File: config.mk
export PLATFORM = sky130hd
export DESIGN_NAME = rf_exec_sequencer
export DESIGN_NICKNAME = d
export VERILOG_FILES = /design/src/rtl/proc_pkg.sv /design/src/rtl/alu8.sv /design/src/rtl/rf_exec_sequencer.sv
export SDC_FILE = /design/constraint.sdc
export NUM_CORES = 1
export LEC_CHECK = 0
export BUFFER_PORTS_ARGS = -buffer_cell sky130_fd_sc_hd__buf_2
export CAP_MARGIN = 20
export CORE_UTILIZATION = 50
export CTS_BUF_LIST = sky130_fd_sc_hd__clkbuf_16
export CTS_CLUSTER_SIZE = 8
export DETAILED_ROUTE_END_ITERATION = 10
export PLACE_DENSITY = 0.73
export SYNTH_ARGS = -nofsm -noshare
export SYNTH_HDL_FRONTEND = slang
export SYNTH_SLANG_ARGS = --single-unit
File: constraint.sdc
create_clock -name clk -period 2.5 [get_ports clk]
set_clock_uncertainty 0.1 [all_clocks]
set_input_delay 0.125 -clock clk [delete_from_list [all_inputs] [get_ports clk]]
set_output_delay 0.125 -clock clk [all_outputs]
set_load 0.1 [all_outputs]
File: src/rtl/proc_pkg.sv
// Shared definitions for the register-file execute sequencer: opcodes, FSM
// encoding, instruction field positions and opcode classification helpers.
package proc_pkg;

    localparam int unsigned INSTR_W = 16;
    localparam int unsigned DATA_W  = 8;
    localparam int unsigned ADDR_W  = 3;
    localparam int unsigned OP_W    = 4;

    localparam int unsigned OP_MSB  = 15;
    localparam int unsigned OP_LSB  = 12;
    localparam int unsigned RD_MSB  = 11;
    localparam int unsigned RD_LSB  = 9;
    localparam int unsigned RS1_MSB = 8;
    localparam int unsigned RS1_LSB = 6;
    localparam int unsigned RS2_MSB = 5;
    localparam int unsigned RS2_LSB = 3;
    localparam int unsigned IMM_MSB = 7;
    localparam int unsigned IMM_LSB = 0;

    localparam logic [OP_W-1:0] OP_NOP = 4'd0;
    localparam logic [OP_W-1:0] OP_ADD = 4'd1;
    localparam logic [OP_W-1:0] OP_SUB = 4'd2;
    localparam logic [OP_W-1:0] OP_AND = 4'd3;
    localparam logic [OP_W-1:0] OP_OR  = 4'd4;
    localparam logic [OP_W-1:0] OP_XOR = 4'd5;
    localparam logic [OP_W-1:0] OP_MOV = 4'd6;
    localparam logic [OP_W-1:0] OP_LDI = 4'd7;

    typedef enum logic [2:0] {
        ST_IDLE,
        ST_READ,
        ST_EXEC,
        ST_WRITE,
        ST_WAIT_ACK,
        ST_ERR
    } state_e;

    function automatic logic is_alu_op(input logic [OP_W-1:0] op);
        return (op >= OP_ADD) && (op <= OP_MOV);
    endfunction

    function automatic logic is_two_src(input logic [OP_W-1:0] op);
        return (op >= OP_ADD) && (op <= OP_XOR);
    endfunction

endpackage

File: src/rtl/alu8.sv
// Combinational 8-bit ALU: result plus zero and carry/borrow for one opcode.
module alu8
    import proc_pkg::*;
(
    input  logic [OP_W-1:0]   op_i,
    input  logic [DATA_W-1:0] a_i,
    input  logic [DATA_W-1:0] b_i,
    output logic [DATA_W-1:0] result_o,
    output logic              z_o,
    output logic              c_o
);

    logic [DATA_W:0] wide;

    always_comb begin
        wide     = '0;
        result_o = '0;
        c_o      = 1'b0;
        case (op_i)
            OP_ADD: begin
                wide     = {1'b0, a_i} + {1'b0, b_i};
                result_o = wide[DATA_W-1:0];
                c_o      = wide[DATA_W];
            end
            // The borrow out of a 9-bit subtract is set exactly when a < b.
            OP_SUB: begin
                wide     = {1'b0, a_i} - {1'b0, b_i};
                result_o = wide[DATA_W-1:0];
                c_o      = wide[DATA_W];
            end
            OP_AND:  result_o = a_i & b_i;
            OP_OR:   result_o = a_i | b_i;
            OP_XOR:  result_o = a_i ^ b_i;
            OP_MOV:  result_o = a_i;
            default: result_o = '0;
        endcase
        z_o = (result_o == '0);
    end

endmodule

File: src/rtl/rf_exec_sequencer.sv
// Multi-cycle execute/writeback sequencer: reads operands from the 8x8 register
// file, runs the ALU, writes the result back and waits for the write acknowledge.
module rf_exec_sequencer
    import proc_pkg::*;
#(
    parameter int unsigned WR_TIMEOUT = 8
) (
    input  logic               clk,
    input  logic               rst,
    input  logic               instr_valid,
    output logic               instr_ready,
    input  logic [INSTR_W-1:0] instr,
    output logic               rf_rd_en1,
    output logic               rf_rd_en2,
    output logic [ADDR_W-1:0]  rf_rd_addr1,
    output logic [ADDR_W-1:0]  rf_rd_addr2,
    input  logic [DATA_W-1:0]  rf_rd_data1,
    input  logic [DATA_W-1:0]  rf_rd_data2,
    output logic               rf_wr_en,
    output logic [ADDR_W-1:0]  rf_wr_addr,
    output logic [DATA_W-1:0]  rf_wr_data,
    input  logic               rf_wr_success,
    output logic               busy,
    output logic               done,
    output logic               error,
    output logic               flag_z,
    output logic               flag_c
);

    localparam int unsigned CNT_W = $clog2(WR_TIMEOUT + 1);

    state_e              state_q;
    logic [OP_W-1:0]     op_q;
    logic [ADDR_W-1:0]   rd_q;
    logic [CNT_W-1:0]    cnt_q;
    logic                res_z_q, res_c_q;
    logic                instr_ready_q, busy_q, done_q, error_q, flag_z_q, flag_c_q;
    logic                rd_en1_q, rd_en2_q, wr_en_q;
    logic [ADDR_W-1:0]   rd_addr1_q, rd_addr2_q, wr_addr_q;
    logic [DATA_W-1:0]   wr_data_q;

    logic [OP_W-1:0]     in_op;
    logic [ADDR_W-1:0]   in_rd, in_rs1, in_rs2;
    logic [DATA_W-1:0]   in_imm;
    logic [DATA_W-1:0]   alu_result;
    logic                alu_z, alu_c;

    assign in_op  = instr[OP_MSB:OP_LSB];
    assign in_rd  = instr[RD_MSB:RD_LSB];
    assign in_rs1 = instr[RS1_MSB:RS1_LSB];
    assign in_rs2 = instr[RS2_MSB:RS2_LSB];
    assign in_imm = instr[IMM_MSB:IMM_LSB];

    alu8 u_alu (
        .op_i     (op_q),
        .a_i      (rf_rd_data1),
        .b_i      (rf_rd_data2),
        .result_o (alu_result),
        .z_o      (alu_z),
        .c_o      (alu_c)
    );

    // Sequencer FSM; every output is a register updated alongside the state.
    always_ff @(posedge clk or posedge rst) begin
        if (rst) begin
            state_q       <= ST_IDLE;
            op_q          <= '0;
            rd_q          <= '0;
            cnt_q         <= '0;
            res_z_q       <= 1'b0;
            res_c_q       <= 1'b0;
            instr_ready_q <= 1'b1;
            busy_q        <= 1'b0;
            done_q        <= 1'b0;
            error_q       <= 1'b0;
            flag_z_q      <= 1'b0;
            flag_c_q      <= 1'b0;
            rd_en1_q      <= 1'b0;
            rd_en2_q      <= 1'b0;
            rd_addr1_q    <= '0;
            rd_addr2_q    <= '0;
            wr_en_q       <= 1'b0;
            wr_addr_q     <= '0;
            wr_data_q     <= '0;
        end else begin
            done_q   <= 1'b0;
            rd_en1_q <= 1'b0;
            rd_en2_q <= 1'b0;
            wr_en_q  <= 1'b0;
            case (state_q)
                ST_IDLE: begin
                    if (instr_valid && instr_ready_q) begin
                        op_q <= in_op;
                        rd_q <= in_rd;
                        if (in_op == OP_NOP) begin
                            done_q <= 1'b1;
                        end else if (is_alu_op(in_op)) begin
                            state_q       <= ST_READ;
                            busy_q        <= 1'b1;
                            instr_ready_q <= 1'b0;
                            rd_en1_q      <= 1'b1;
                            rd_addr1_q    <= in_rs1;
                            if (is_two_src(in_op)) begin
                                rd_en2_q   <= 1'b1;
                                rd_addr2_q <= in_rs2;
                            end
                        end else if (in_op == OP_LDI) begin
                            state_q       <= ST_WRITE;
                            busy_q        <= 1'b1;
                            instr_ready_q <= 1'b0;
                            wr_en_q       <= 1'b1;
                            wr_addr_q     <= in_rd;
                            wr_data_q     <= in_imm;
                        end else begin
                            state_q       <= ST_ERR;
                            busy_q        <= 1'b1;
                            instr_ready_q <= 1'b0;
                        end
                    end
                end
                ST_READ: state_q <= ST_EXEC;
                // Operand data is valid now; register result and launch the write.
                ST_EXEC: begin
                    state_q   <= ST_WRITE;
                    wr_en_q   <= 1'b1;
                    wr_addr_q <= rd_q;
                    wr_data_q <= alu_result;
                    res_z_q   <= alu_z;
                    res_c_q   <= alu_c;
                end
                ST_WRITE: begin
                    state_q <= ST_WAIT_ACK;
                    cnt_q   <= CNT_W'(WR_TIMEOUT);
                end
                ST_WAIT_ACK: begin
                    if (rf_wr_success) begin
                        state_q       <= ST_IDLE;
                        busy_q        <= 1'b0;
                        instr_ready_q <= 1'b1;
                        done_q        <= 1'b1;
                        if (op_q != OP_LDI) begin
                            flag_z_q <= res_z_q;
                            flag_c_q <= res_c_q;
                        end
                    end else if (cnt_q <= CNT_W'(1)) begin
                        state_q       <= ST_IDLE;
                        busy_q        <= 1'b0;
                        instr_ready_q <= 1'b1;
                        error_q       <= 1'b1;
                    end else begin
                        cnt_q <= cnt_q - CNT_W'(1);
                    end
                end
                ST_ERR: begin
                    state_q       <= ST_IDLE;
                    busy_q        <= 1'b0;
                    instr_ready_q <= 1'b1;
                    error_q       <= 1'b1;
                end
                default: begin
                    state_q       <= ST_IDLE;
                    busy_q        <= 1'b0;
                    instr_ready_q <= 1'b1;
                end
            endcase
        end
    end

    assign instr_ready = instr_ready_q;
    assign busy        = busy_q;
    assign done        = done_q;
    assign error       = error_q;
    assign flag_z      = flag_z_q;
    assign flag_c      = flag_c_q;
    assign rf_rd_en1   = rd_en1_q;
    assign rf_rd_en2   = rd_en2_q;
    assign rf_rd_addr1 = rd_addr1_q;
    assign rf_rd_addr2 = rd_addr2_q;
    assign rf_wr_en    = wr_en_q;
    assign rf_wr_addr  = wr_addr_q;
    assign rf_wr_data  = wr_data_q;

endmodule

==> impl_metrics.toml, run 1 <==
[routing]
route.detailed.drc = 2
dr.pass1.iters = 7
totalWireLength_um = 7980
wl_per_cell_um = 15.2
drt_iter0_markers = 141
vias = 3039
detail-route-antenna-nets = 0
avgViaCountPerCell = 5.79

[global_routing]
grt_overflow = 0
grt_pass1_wl_um = 12600
grt.total_usage = 0.243
grt_max_degree = 43
antenna_found_initial = 0
grt_pass1_vias = 2734

[floorplan]
start_util = 0.515
rows = 29
core_um2 = 6310
die_x_um = 82.6
dieHeight_um = 82.6
ios = 62
die_area_um2 = 6830

[sta]
hold_viol = 0
finalCritPeriodShare = 0.913
rsz0062_at_grt = "false"
setup_ws_ns = 0.216
relSlewSlack = 0.620
period_needed_ns = 2.28
fmax_mhz = 438
tns_ns = 0
worst_pin_slew_ns = 0.565
finalSetupViolations = 0
drv_slew = 0

[cts]
clk_latency_ns = 0.28
clk_pin_slew_ns = 0.06
htree_levels = 2
cts_root_buffer = "clkbuf_16"
ctsLongestPathBuffers = 2
tritoncts = "built"
cts_num_sinks = 42
cts_setup_buffers = 0
numCtsBuffers = 5

[power]
totalPowerFinal_mw = 5.28
power_density_nw_per_um2 = 1330
power_leakage_nw = 1.92
ir_drop_mv = 1.33

[placement]
port_buffers = 61
dp.final_hpwl_um = 6150
pre_cts_ws_ns = -0.102
gp_congestion = 0.900

[min_path]
hp-class = "input port to flip-flop"
hp-start = "instr[3]"
min_path_cells = 2
holdPathEnd = "rf_rd_addr2[0]"

[layout]
post-route-util = 0.630
seqCellArea_um2 = 1050
fillers = 537
drive_above_1_share = 0.263
final_cell_mix = "buf_2, dfrtp_1, nor2_1"
final_common_cell = "buf_2"
nets = 512
multiInputGateArea_um2 = 1990
areaGrowthSynthToFinish_pct = 22.4
antenna_cells = 0

[job]
drv_cap = 0

[logic_synthesis]
synth_cell_types = 65
synth-main-ff-cell = "dfrtp_1"
postSynthCellCount = 368
ys_warn_count = 0
synth-edff-count = 0
seq_area_frac_synth = 0.324
synthArstFlopShare = 1.00
synthesis.area_um2 = 3250
synthesis.nets = 433
synth-seq-cells = 42
avgSynthCellArea_um2 = 8.83

[setup_path]
critPathCaptureType = "flip-flop"
regToRegEndpoint = "res_z_q"
cp.arrival_ns = 2.35
crit_fanout = 14
reg2reg_depth = 7
rrSetupSlack_ns = 0.22
worstPathRequired_ns = 2.57
r2r_start = "op_q[2]"
worst_setup_path_start_kind = "flip-flop"
path_class = "flip-flop to flip-flop"

[outcome]
violations = "design-rule violations"
outcome = "finished, violations left"
flip-flops by register name, summed over array words and instances (netlist names), 3 cells and up:
register / count
rf_wr_addr: 3
rd_q: 3
cnt_q: 4
op_q: 4
state_q: 3
rf_rd_addr2: 3
rf_rd_addr1: 3
rf_wr_data: 8
worst max-delay path, cell delays in order, from the launching register on:
cell and delay, ns:
dfrtp_1 0.45, buf_4 0.22, nor2b_1 0.19, nor2b_1 0.15
o31ai_1 0.39, a31o_2 0.22, nand4_1 0.08, o41ai_1 0.36
repair_timing:
action / 4_1_cts / 5_1_grt
endpoints found under the setup margin: 0 / 1
hold buffers: 9 / 0
resized for setup: 0 / 1
hold endpoints to repair: 49 / 0
report_power, final:
group	internal [mW]	switching [mW]	leakage (nW)
Clock	0.467	0.250	0.0836
Sequential	0.995	0.248	0.516
Combinational	0.931	2.39	1.32
Total	2.39	2.88	1.92
routing by layer:
metal	wire (um)	part of all wire	GRT usage	vias up
met3	344	0.043	0.0341	18
met2	3790	0.48	0.399	102
met4	257	0.032	0.121	0
li1	-	-	-	1480
met5	0	0	0	-
met1	3580	0.45	0.310	1439
area by class of cell:
class                           instances  share of cell area
Tap cell                               77              0.0242
Sequential cell                        42               0.264
Clock buffer                            5              0.0314
Inverter                               32              0.0302
Multi-Input combinational cell        275               0.501
Timing Repair Buffer                   91               0.139
Clock inverter                          3              0.0101
worst max path at each step:
| stage | cells after the start | endpoint | slack, ns | from |
|---|---|---|---|---|
| finish | 7 | res_z_q | 0.22 | op_q[2] |
| detailed placement | 10 | res_z_q | -0.10 | rf_rd_data1[0] |
| global route | 10 | res_z_q | 0.07 | rf_rd_data1[0] |
| global placement | 10 | res_z_q | -0.02 | rf_rd_data1[0] |
| CTS | 10 | res_z_q | 0.19 | rf_rd_data1[0] |
| floorplan | 9 | res_z_q | 0.23 | rf_rd_data1[0] |
logic make-up (layout without fill, tap and decap cells):
family | count (synthesis) | in the layout | synth area share
and+or+nand+nor | 117 | 117 | 0.195
AOI/OAI and AO/OA | 107 | 107 | 0.226
buffers and inverters | 51 | 131 | 0.0666
DFF | 42 | 42 | 0.324
adders and majority gates | 29 | 29 | 0.116
muxes | 19 | 19 | 0.0639
xor gates and xnor gates | 3 | 3 | 0.00809
cell usage after synthesis, drive strengths merged (3+ instances only):
| library cell | count | share of area |
|---|---|---|
| nor2 | 34 | 0.039 |
| a31o | 4 | 0.011 |
| dfrtp | 41 | 0.32 |
| a22o | 3 | 0.0081 |
| o211ai | 6 | 0.014 |
| nor4 | 4 | 0.012 |
| ha | 27 | 0.10 |
| nand2b | 9 | 0.020 |
| o21a | 3 | 0.0069 |
| a211oi | 7 | 0.016 |
| nor2b | 8 | 0.015 |
| nor3 | 8 | 0.012 |
| and2 | 3 | 0.0058 |
| nand3b | 3 | 0.0069 |
| a211o | 3 | 0.0081 |
| o21ai | 28 | 0.044 |
| inv | 32 | 0.037 |
| or3 | 3 | 0.0058 |
| a21o | 4 | 0.0092 |
| mux2 | 14 | 0.049 |
| o31ai | 5 | 0.012 |
| nand4b | 3 | 0.0081 |
| buf | 9 | 0.018 |
| a21oi | 18 | 0.028 |
| mux2i | 5 | 0.015 |
| nor4b | 3 | 0.010 |
| nand2 | 26 | 0.030 |
| clkbuf | 10 | 0.012 |
| a221oi | 3 | 0.0081 |
| or2 | 3 | 0.0058 |
per-stage QoR:
| step | cells | hold WS, ns | area (um2) |
|---|---|---|---|
| global route | 525 | 0.0193 | 3980 |
| global placement | 508 | 0.179 | 3720 |
| floorplan | 368 | 0.110 | 3250 |
| finish | 525 | 0.00996 | 3980 |
| CTS | 525 | 0.00661 | 3970 |
| detailed placement | 508 | 0.186 | 3720 |
Note: power is estimated with default switching activity, not from simulation.
==> inputs of run 2 (changes only) <==
Settings changed: PLACE_DENSITY 0.73 to 0.79.
==> impl_metrics.toml, run 2 (synthesis results as in run 1) <==
[outcome]
outcome = "finished, final reports clean"

[sta]
rsz0062_at_grt = "false"
finalSetupViolations = 0
finalCritPeriodShare = 0.955
relSlewSlack = 0.632
drv_slew = 0
tns_ns = 0
period_needed_ns = 2.39
hold_viol = 0
setup_ws_ns = 0.114
fmax_mhz = 419
worst_pin_slew_ns = 0.547

[placement]
port_buffers = 61
gp_congestion = 0.896
dp.final_hpwl_um = 6310
pre_cts_ws_ns = -0.132

[floorplan]
start_util = 0.515
die_x_um = 82.6
rows = 29
die_area_um2 = 6830
dieHeight_um = 82.6
ios = 62
core_um2 = 6310

[cts]
ctsLongestPathBuffers = 2
numCtsBuffers = 5
cts_root_buffer = "clkbuf_16"
clk_pin_slew_ns = 0.06
tritoncts = "built"
cts_num_sinks = 42
htree_levels = 2
clk_latency_ns = 0.28
cts_setup_buffers = 0

[routing]
drt_iter0_markers = 189
detail-route-antenna-nets = 0
totalWireLength_um = 8280
dr.pass1.iters = 5
avgViaCountPerCell = 5.76
route.detailed.drc = 0
wl_per_cell_um = 15.8
vias = 3011

[setup_path]
worstPathRequired_ns = 2.57
critPathCaptureType = "flip-flop"
path_buf_inv = 1
crit_chain = "nand2b_4 -> nor3_1 -> buf_4 -> a22o_1 -> a221oi_1 -> nand4_1 -> o41ai_1"
crit_fanout = 13
path_class = "flip-flop to flip-flop"
crit_family = "compound AO/OA/AOI/OAI gates"
max_stage_delay_ns = 0.62
worst_setup_path_start_kind = "flip-flop"
cpMaxStageDelayCell = "dfrtp_1"
cp.arrival_ns = 2.46

[layout]
final_cell_mix = "buf_2, dfrtp_1, nor2_1, inv_1, ha_1"
areaGrowthSynthToFinish_pct = 20.8
drive_above_1_share = 0.262
largest_reg_flops = 8
antenna_cells = 0
final_common_cell = "buf_2"
post-route-util = 0.622
nets = 510

[global_routing]
grt_pass1_wl_um = 13000
grt_max_degree = 43
met2_usage = 0.436
antenna_found_initial = 0
gr-usage-met3 = 0.0220
grt_pass1_vias = 2826
grt-busiest-layer = "met2"
grt.total_usage = 0.250
grt_overflow = 0
grt_use_met1 = 0.315

[job]
drv_cap = 0

[min_path]
hp-class = "input port to flip-flop"

[power]
switchingPower_mw = 2.90
power_frac_comb = 0.640
ir_drop_mv = 1.46
seq_power_share = 0.246
power_density_nw_per_um2 = 1320
power.internal_mw = 2.30
swShare = 0.558
pwr-share-clk = 0.114
power_leakage_nw = 1.90
run 2: cell count changes in the layout (fill, tap and decap cells not counted):
| cell | previous run | this run |
|---|---|---|
| dlygate4sd3_1 | 9 | 5 |
| buf_4 | 21 | 23 |
| clkinv_2 | 2 | 0 |
| inv_1 | 32 | 34 |
| bufinv_16 | 1 | 0 |
| clkinv_1 | 0 | 1 |
run 2: stage by stage:
step	instances	hold WS, ns	area [um2]	power, mW
floorplan	368	0.110	3250	3.86
global placement	510	0.177	3730	4.49
detailed placement	510	0.198	3730	4.56
CTS	523	0.000833	3920	5.18
global route	523	0.00257	3930	5.51
finish	523	0.00314	3930	5.19
run 2: what timing repair did:
item	CTS	global route
endpoints found under the hold margin	45	0
gates resized for setup	0	1
hold buffers	5	0
setup endpoints to repair	0	1
run 2: layer usage:
layer,wire (um),part of all wire
met1,3730,0.45
met2,3990,0.48
met3,392,0.047
met4,174,0.021
met5,0,0
run 2: path summary, 6_finish.rpt:
kind	startpoint	to	slack (ns)	cells after the start
max	op_q[2]	res_z_q	0.11	7
min	instr[3]	rf_rd_addr2[0]	0.003	2
max reg2reg	op_q[2]	res_z_q	0.11	7
min reg2reg	error	error	0.36	1
max in group asynchronous	rst	instr_ready	1.49	4
min in group asynchronous	rst	rf_wr_addr[2]	0.43	4
run 2: power by group through the flow:
stage | clock network [mW] | logic, mW | registers, mW
after floorplan | 0 | 1.39 | 2.47
after global placement | 0 | 3.23 | 1.26
after detailed placement | 0 | 3.28 | 1.27
after CTS | 0.605 | 3.31 | 1.27
after global routing | 0.630 | 3.55 | 1.32
final | 0.591 | 3.33 | 1.28
run 2: layout make-up:
cell class | count | area (um2)
flip-flops and latches | 42 | 1050
fillers | 544 | 2390
clock buffers | 5 | 125
multi-input cells | 275 | 1990
inverters | 32 | 120
clock inverters | 3 | 11.3
well taps | 77 | 96.3
repair buffers | 89 | 528
